$ cat src/rtl/pipe_stage_reg.sv
// Stage register carrying a control bundle plus LANES data words; 1-cycle latency, no In->Out comb path.
// Backpressure: SKID=1 absorbs one extra entry behind a registered In_Ready; SKID=0 passes Out_Ready back combinationally.
module pipe_stage_reg #(
    parameter int DATA_W = 32,
    parameter int LANES  = 4,
    parameter int CTRL_W = 13,
    parameter int SKID   = 1,
    parameter int CNT_W  = 16
) (
    input  logic                      Clk,
    input  logic                      Reset,
    input  logic                      Flush,
    input  logic                      In_Valid,
    output logic                      In_Ready,
    input  logic [CTRL_W-1:0]         In_Ctrl,
    input  logic [LANES*DATA_W-1:0]   In_Data,
    output logic                      Out_Valid,
    input  logic                      Out_Ready,
    output logic [CTRL_W-1:0]         Out_Ctrl,
    output logic [LANES*DATA_W-1:0]   Out_Data,
    output logic [1:0]                Occupancy,
    output logic [CNT_W-1:0]          StallCount
);

    localparam int PW = LANES * DATA_W;

    typedef struct packed {
        logic [CTRL_W-1:0] ctrl;
        logic [PW-1:0]     data;
    } ent_t;

    // Encoding doubles as the entry count reported on Occupancy.
    typedef enum logic [1:0] {
        ST_EMPTY = 2'd0,
        ST_FULL  = 2'd1,
        ST_SKID  = 2'd2
    } state_t;

    state_t           state;
    state_t           nxt;
    ent_t             m_q;
    ent_t             s_q;
    ent_t             in_ent;
    logic             in_fire;
    logic             out_fire;
    logic             m_load_in;
    logic             m_load_s;
    logic             s_load;
    logic [CNT_W-1:0] stall_q;

    assign in_ent     = '{ctrl: In_Ctrl, data: In_Data};
    assign Out_Valid  = (state != ST_EMPTY);
    assign Out_Ctrl   = Out_Valid ? m_q.ctrl : '0;
    assign Out_Data   = m_q.data;
    assign Occupancy  = state;
    assign StallCount = stall_q;
    assign in_fire    = In_Valid & In_Ready;
    assign out_fire   = Out_Valid & Out_Ready;

    generate
        if (SKID != 0) begin : g_skid
            logic rdy_q;
            // Resets high so the first edge after reset release can already accept.
            always_ff @(posedge Clk or negedge Reset) begin
                if (!Reset) begin
                    rdy_q <= 1'b1;
                end else begin
                    rdy_q <= (nxt != ST_SKID);
                end
            end
            assign In_Ready = rdy_q & Reset & ~Flush;
        end else begin : g_noskid
            assign In_Ready = (Out_Ready | ~Out_Valid) & Reset & ~Flush;
        end
    endgenerate

    always_comb begin
        nxt       = state;
        m_load_in = 1'b0;
        m_load_s  = 1'b0;
        s_load    = 1'b0;
        case (state)
            ST_EMPTY: begin
                if (in_fire) begin
                    nxt       = ST_FULL;
                    m_load_in = 1'b1;
                end
            end
            ST_FULL: begin
                if (in_fire && out_fire) begin
                    m_load_in = 1'b1;
                end else if (in_fire) begin
                    nxt    = ST_SKID;
                    s_load = 1'b1;
                end else if (out_fire) begin
                    nxt = ST_EMPTY;
                end
            end
            ST_SKID: begin
                if (out_fire) begin
                    nxt      = ST_FULL;
                    m_load_s = 1'b1;
                end
            end
            default: nxt = ST_EMPTY;
        endcase
        if (Flush) begin
            nxt       = ST_EMPTY;
            m_load_in = 1'b0;
            m_load_s  = 1'b0;
            s_load    = 1'b0;
        end
    end

    always_ff @(posedge Clk or negedge Reset) begin
        if (!Reset) begin
            state <= ST_EMPTY;
            m_q   <= '0;
            s_q   <= '0;
        end else begin
            state <= nxt;
            if (m_load_in) begin
                m_q <= in_ent;
            end else if (m_load_s) begin
                m_q <= s_q;
            end
            if (s_load) begin
                s_q <= in_ent;
            end
        end
    end

    always_ff @(posedge Clk or negedge Reset) begin
        if (!Reset) begin
            stall_q <= '0;
        end else if (Out_Valid && !Out_Ready && (stall_q != {CNT_W{1'b1}})) begin
            stall_q <= stall_q + 1'b1;
        end
    end

endmodule

$ cat config.mk
export PLATFORM = sky130hd
export DESIGN_NAME = pipe_stage_reg
export DESIGN_NICKNAME = d
export VERILOG_FILES = /design/src/rtl/pipe_stage_reg.sv
export SDC_FILE = /design/constraint.sdc
export NUM_CORES = 1
export LEC_CHECK = 0
export CAP_MARGIN = 20
export CORE_MARGIN = 5
export CORE_UTILIZATION = 30
export CTS_CLUSTER_DIAMETER = 80
export DETAILED_ROUTE_END_ITERATION = 6
export PLACE_DENSITY = 0.63
export RECOVER_POWER = 50
export SYNTH_ARGS = -nofsm -noshare
export SYNTH_HDL_FRONTEND = slang
export SYNTH_SLANG_ARGS = --single-unit
$ cat constraint.sdc
create_clock -name Clk -period 2.95 [get_ports Clk]
set_input_delay 0.59 -clock Clk [delete_from_list [all_inputs] [get_ports Clk]]
set_output_delay 0.59 -clock Clk [all_outputs]
set_load 0.02 [all_outputs]
==> run metrics, run 1 <==
Worst R2R End s_q[62]; cell area after layout 0.01726 mm^2; simple-gate share of the synthesized area 2.853%; Final Hold Fails 0; number of global-route vias before repair 8,956; clock slew at reported path FFs 60 ps; Clock Skew 12.54 ps; gr ovfl total 0; number of synthesized flops with an enable pin 0; Min Hold Slack 466.3 ps; Crit path arrival time 3230 ps; final WL 32,670 um; H-Tree Depth 2; max_slew headroom -40.63%; DRT iter0 DRCs 432; Comb power frac 20.3%; Post-DRT Antenna Nets 0; Fmax achieved 353.5 MHz; Worst Setup End Kind register; FF/Latch Area 0.007535 mm^2; CTS root buf clkbuf_16; post-synthesis mux area share 12.14%; DR vias/cell 4.703; reg2reg setup slack 330 ps; synth warn 0; first-pass GRT wire length 51,260 um; initial antenna violation count 3; most common cell after layout, fill and taps aside dfrtp_1; Area Overhead vs Synth 29.94%; Post-Route Utilization 39.21%; Final HPWL DP 21,450 um; fraction of layout cells with a size suffix above 1 11.31%; RSZ-0062 raised after global routing false; crit-path max cell delay 610 ps; crit path to s_q[62]; Clock Power Share 35.6%; post-synthesis instance total 1,000; reg2reg start g_skid.rdy_q; die area 0.04860 mm^2; status complete, but fails checks; Nets 1,327; failing checks max-capacitance violations, max-slew violations; global-route usage over all layers 13.22%; largest family of logic cells by synthesized area compound AO/OA/AOI/OAI gates; compound-gate portion of the synthesized area 17.63%; vias post-DR 8,441; xor/xnor share of the synthesized area 0.9888%; Rows 77; worst-path maximum fanout 29; fin cells 1,795; clock sink count 301; internal power 8851 uW; setup bufs post-CTS 0; max-cap violations 2; CP Cell Sequence dlygate4sd3_1 -> and2b_1 -> nor4b_1 -> clkbuf_1 -> buf_12 -> mux2_1; CP startpoint Out_Ready; period utilization 95.89%; area occupied by multi-input gates 0.004472 mm^2; ANT cells 0; routed length per instance 18.20 um; Final GP Congestion 0.7390; Fillers 4,196; synth unique cells 45; worst vdd ir 0.3653 mV; clk buf depth 3; setup TNS 0 ps; Residual DRC 0; port bufs 306; FFs w/ async S/R, synth 100.0%; Seq pwr share 44.1%; CP Class input port to register; fin. max-slew vios 303; die width 220.4 um; Num CTS Buffers 37; Sw Pwr 3330 uW; P_leak 0.008398 uW; Pre-antenna DRT Iters 4; ys flop type dfrtp_1; TritonCTS clock tree yes; crit path max-delay cell type dlygate4sd3_1; Seq cells post-synth 301; sw frac 27.34%; largest net degree at the start of global routing 155; placed cell areas 0.01619 mm^2; Core Area 0.04403 mm^2; crit path time final 2829 ps; critical path launch point type input port; Die Y 220.4 um; Cell Area, Synth 0.01329 mm^2; Power Density 705.5 mW/mm^2; Ports 307; most frequent cells in the layout dfrtp_1 (299), clkdlybuf4s50_1 (284), a22o_1 (141), a21o_1 (141), mux2_1 (91); Final setup viols 0; Worst Tran Pin Value 2109 ps; critical path data required time 3350 ps; clock latency at the later pin of the worst-skew pair 530 ps; Placed Cells 1,733; sequential-to-total area share from yosys stat 56.70%; initial core utilization 30.18%; syn avg cell area 13.29 um^2; hold crit path type register to register; Synth Net Count 1,147; Reg2Reg Depth 5; adder and majority gate portion of the synthesized area 0.09417%
synthesized netlist by cell type (3+ instances only):
cell type / number / area share (%)
nor2_1: 8 / 0.23
nand2_1: 7 / 0.20
xnor2_1: 9 / 0.59
dfrtp_1: 300 / 57
mux2_1: 90 / 7.6
nand4_1: 3 / 0.14
mux2_2: 51 / 4.3
nor2b_1: 13 / 0.61
clkbuf_1: 27 / 0.76
a22o_1: 141 / 9.3
buf_1: 4 / 0.11
buf_2: 23 / 0.87
xor2_1: 6 / 0.40
nand3_1: 8 / 0.30
buf_4: 137 / 7.7
a21o_1: 141 / 8.0
registers in the layout (all words and copies together) (netlist names):
register      count
m_q              13
StallCount       16
Out_Data        128
Occupancy         2
g_skid.rdy_q      1
s_q             141
per-stage QoR:
stage	worst slack (ps)	total power (uW)
2_1_floorplan	895.9	7056
3_3_place_gp	311.3	7915
3_5_place_dp	256.1	7991
4_1_cts	6.839	12450
5_1_grt	34.23	12820
6_report	121.2	12180
area by class of cell:
class                      count  share of cell area (%)
inverter                       1                 0.02174
multi-input combinational    506                   25.90
clock buffer                  54                   6.385
timing repair buffer         333                   19.40
clock inverter                 8                  0.3551
sequential                   301                   43.64
tap                          592                   4.290
routing by layer:
metal,vias up,global-route usage [%],routed length [um]
li1,3857,-,-
met1,4297,17.49,14290
met2,240,20.27,14710
met3,43,5.404,3086
met4,4,3.349,545
met5,-,0,27
worst max-delay path, delay by kind of cell:
| kind | cells | cell delay (ps) |
|---|---|---|
| buffers and inverters | 3 | 1360 |
| and+or+nand+nor | 2 | 910 |
| muxes | 1 | 350 |
cells by family after synthesis:
family                     after synthesis
muxes                                  143
and+or+nand+nor                         59
xor gates and xnor gates                15
adders and majority gates                1
AOI/OAI and AO/OA                      288
DFF                                    301
buffers and inverters                  193
worst min-delay path by stage:
stage,from,endpoint,slack [ps],depth (start not counted)
CTS,Reset,Occupancy[1],210,2
global route,Out_Data[14],Out_Data[14],480,1
floorplan,Reset,Occupancy[0],290,0
detailed placement,m_q[132],m_q[132],460,1
global placement,m_q[128],m_q[128],450,1
finish,m_q[132],m_q[132],470,1
power groups by stage:
stage | Combinational [uW] | Sequential (uW) | Clock, uW
global placement | 2500 | 5410 | 0
finish | 2470 | 5370 | 4340
CTS | 2570 | 5370 | 4510
global route | 2670 | 5470 | 4690
detailed placement | 2550 | 5440 | 0
floorplan | 1730 | 5330 | 0
what timing repair did:
| item | in CTS | in global routing |
|---|---|---|
| setup endpoints to repair | 0 | 11 |
| hold buffers | 0 | 0 |
| endpoints found under the hold margin | 0 | 0 |
| resized for setup | 0 | 2 |
Power figures use the tool's default switching activity.
==> run 2: changes to the inputs <==
- TNS_END_PERCENT: not set -> 100
==> results of run 2 <==
The final DEF is identical to that of run 1; final timing and power are the same.
==> run 3: changes to the inputs <==
--- a/config.mk
+++ b/config.mk
@@ -17,2 +17 @@
 export SYNTH_SLANG_ARGS = --single-unit
-export TNS_END_PERCENT = 100
--- a/constraint.sdc
+++ b/constraint.sdc
@@ -3,2 +3,2 @@
 set_output_delay 0.59 -clock Clk [all_outputs]
-set_load 0.02 [all_outputs]
+set_load 0.05 [all_outputs]
==> run metrics, run 3 (synthesized netlist as in run 1, its figures left out) <==
cell area after layout 0.01734 mm^2 (was 0.01726 mm^2); routed length per instance 17.97 um (was 18.20 um); Crit path arrival time 2000 ps (was 3230 ps); final WL 32,320 um (was 32,670 um); Final setup viols 0 (unchanged); internal power 8917 uW (was 8851 uW); Nets 1,327 (unchanged); CP Cell Sequence clkdlybuf4s50_1 (was dlygate4sd3_1 -> and2b_1 -> nor4b_1 -> clkbuf_1 -> buf_12 -> mux2_1); failing checks max-slew violations (was max-capacitance violations, max-slew violations); setup bufs post-CTS 0 (unchanged); TritonCTS clock tree yes (unchanged); DR vias/cell 4.677 (was 4.703); Post-DRT Antenna Nets 0 (unchanged); worst vdd ir 0.6241 mV (was 0.3653 mV); Seq pwr share 40.7% (was 44.1%); Area Overhead vs Synth 30.53% (was 29.94%); period utilization 87.69% (was 95.89%); Rows 77 (unchanged); DRT iter0 DRCs 506 (was 432); ANT cells 0 (unchanged); largest net degree at the start of global routing 163 (was 155); post-CTS sizing 0 (unchanged); number of global-route vias before repair 8,842 (was 8,956); worst-path maximum fanout 9 (was 29); port bufs 306 (unchanged); Reg2Reg Depth 5 (unchanged); Top Layer Used met5 (unchanged); Final Hold Fails 0 (unchanged); clock slew at reported path FFs 60 ps (about the same); WL met2 14,570 um (was 14,710 um); setup TNS 0 ps (unchanged); die area 0.04860 mm^2 (unchanged); reg2reg start StallCount[0] (was g_skid.rdy_q); hold crit path type input port to async pin (was register to register); Ports 307 (unchanged); Final HPWL DP 21,240 um (was 21,450 um); global-route usage over all layers 12.93% (was 13.22%); critical path data required time 2360 ps (was 3350 ps); Die Y 220.4 um (unchanged); metal3 WL 3083 um (was 3086 um); Comb power frac 25.4% (was 20.3%); fin. max-slew vios 48 (was 303); CP Class register to output pin (was input port to register); Fillers 4,238 (was 4,196); Clock Power Share 33.9% (was 35.6%); Num CTS Buffers 37 (unchanged); P_leak 0.008541 uW (was 0.008398 uW); crit path max-delay cell type clkdlybuf4s50_1 (was dlygate4sd3_1); reg2reg setup slack 770 ps (was 330 ps); placed cell areas 0.01615 mm^2 (was 0.01619 mm^2); most frequent cells in the layout dfrtp_1 (300), clkdlybuf4s50_1 (231), a22o_1 (141), a21o_1 (141), mux2_1 (91) (was dfrtp_1 (299), clkdlybuf4s50_1 (284), a22o_1 (141), a21o_1 (141), mux2_1 (91)); Sw Pwr 4234 uW (was 3330 uW); hold buffers post-CTS 1 (was 0); clk buf depth 3 (unchanged); Fmax achieved 386.6 MHz (was 353.5 MHz); most common cell after layout, fill and taps aside dfrtp_1 (unchanged); gr ovfl total 0 (unchanged); Worst Setup End Kind output pin (was register); Pre-antenna DRT Iters 4 (unchanged); RSZ-0062 raised after global routing false (unchanged); max reg flops 141 (unchanged); Residual DRC 0 (unchanged); initial antenna violation count 2 (was 3); Power Density 758.3 mW/mm^2 (was 705.5 mW/mm^2); max_slew headroom -0.3774% (was -40.63%); critical path launch point type register (was input port); crit-path max cell delay 900 ps (was 610 ps); CTS root buf clkbuf_16 (unchanged); Top reg by flops s_q (unchanged); crit path time final 2587 ps (was 2829 ps); Top delay family on crit path buffers and inverters (unchanged); Final GP Congestion 0.7422 (was 0.7390); die width 220.4 um (unchanged); Core Area 0.04403 mm^2 (unchanged); Clock Skew 14.69 ps (was 12.54 ps); clock latency at the later pin of the worst-skew pair 530 ps (about the same); initial core utilization 30.18% (unchanged); sw frac 32.20% (was 27.34%); first-pass GRT wire length 50,010 um (was 51,260 um); clock sink count 301 (unchanged); fraction of layout cells with a size suffix above 1 12.94% (was 11.31%); Min Hold Slack 451.6 ps (was 466.3 ps); H-Tree Depth 2 (unchanged); WP buf/inv 1 (was 3); status complete, but fails checks (unchanged); WL met1 14,030 um (was 14,290 um); Worst Tran Pin Value 1506 ps (was 2109 ps); max-cap violations 0 (was 2); vias post-DR 8,410 (was 8,441); Worst R2R End StallCount[1] (was s_q[62])
[run 3: cell types whose count changed in the layout (fill, tap and decap cells not counted), moves of 4 or more]
cell | before | now
clkdlybuf4s50_1 | 284 | 231
clkinv_2 | 2 | 9
dlygate4sd3_1 | 21 | 60
clkbuf_1 | 12 | 8
buf_4 | 12 | 26
[run 3: worst max path at each step]
stage | depth (start not counted) | slack, ps | endpoint | from
2_1_floorplan | 4 | 400 | Out_Ctrl[10] | Occupancy[1]
3_3_place_gp | 5 | 300 | s_q[47] | Out_Ready
3_5_place_dp | 6 | 250 | m_q[133] | In_Valid
4_1_cts | 1 | 310 | Occupancy[1] | Occupancy[1]
5_1_grt | 1 | 270 | Occupancy[1] | Occupancy[1]
6_report | 1 | 360 | Occupancy[1] | Occupancy[1]
[run 3: metal layers]
metal | GRT usage [%] | vias to the layer above
met5 | 0 | -
met4 | 3.745 | 4
met3 | 5.254 | 43
met2 | 19.65 | 247
met1 | 17.10 | 4258
li1 | - | 3858
[run 3: area by class of cell]
type	count	area (um^2)	share of cell area, %
Clock inverter	13	103.9	0.5988
Inverter	1	3.754	0.02164
Multi-Input combinational cell	506	4491	25.89
Sequential cell	301	7533	43.44
Timing Repair Buffer	333	3366	19.41
Clock buffer	52	1105	6.370
Tap cell	592	740.7	4.271
[run 3: worst register-to-register path: cells and delay by family, from the launching register on]
kind	cells	cell delay, ps
fa+ha+maj	1	220
flops	1	420
mux	1	320
simple gates	3	1110
[run 3: per-stage QoR]
| stage | util, % | power [uW] | cells | setup slack, ps |
|---|---|---|---|---|
| floorplan | - | 7975 | 1000 | 395.7 |
| global placement | 36.69 | 8809 | 1732 | 296.4 |
| detailed placement | 36.69 | 8880 | 1732 | 250.5 |
| CTS | 39.46 | 13450 | 1798 | 312.4 |
| global route | 39.39 | 13760 | 1798 | 266.8 |
| finish | 39.39 | 13150 | 1798 | 363.2 |
[run 3: power groups by stage]
stage,registers (uW),logic (uW),clock network (uW)
finish,5360,3340,4450
global route,5460,3540,4770
CTS,5370,3460,4620
detailed placement,5430,3450,0
global placement,5410,3400,0
floorplan,5400,2580,0
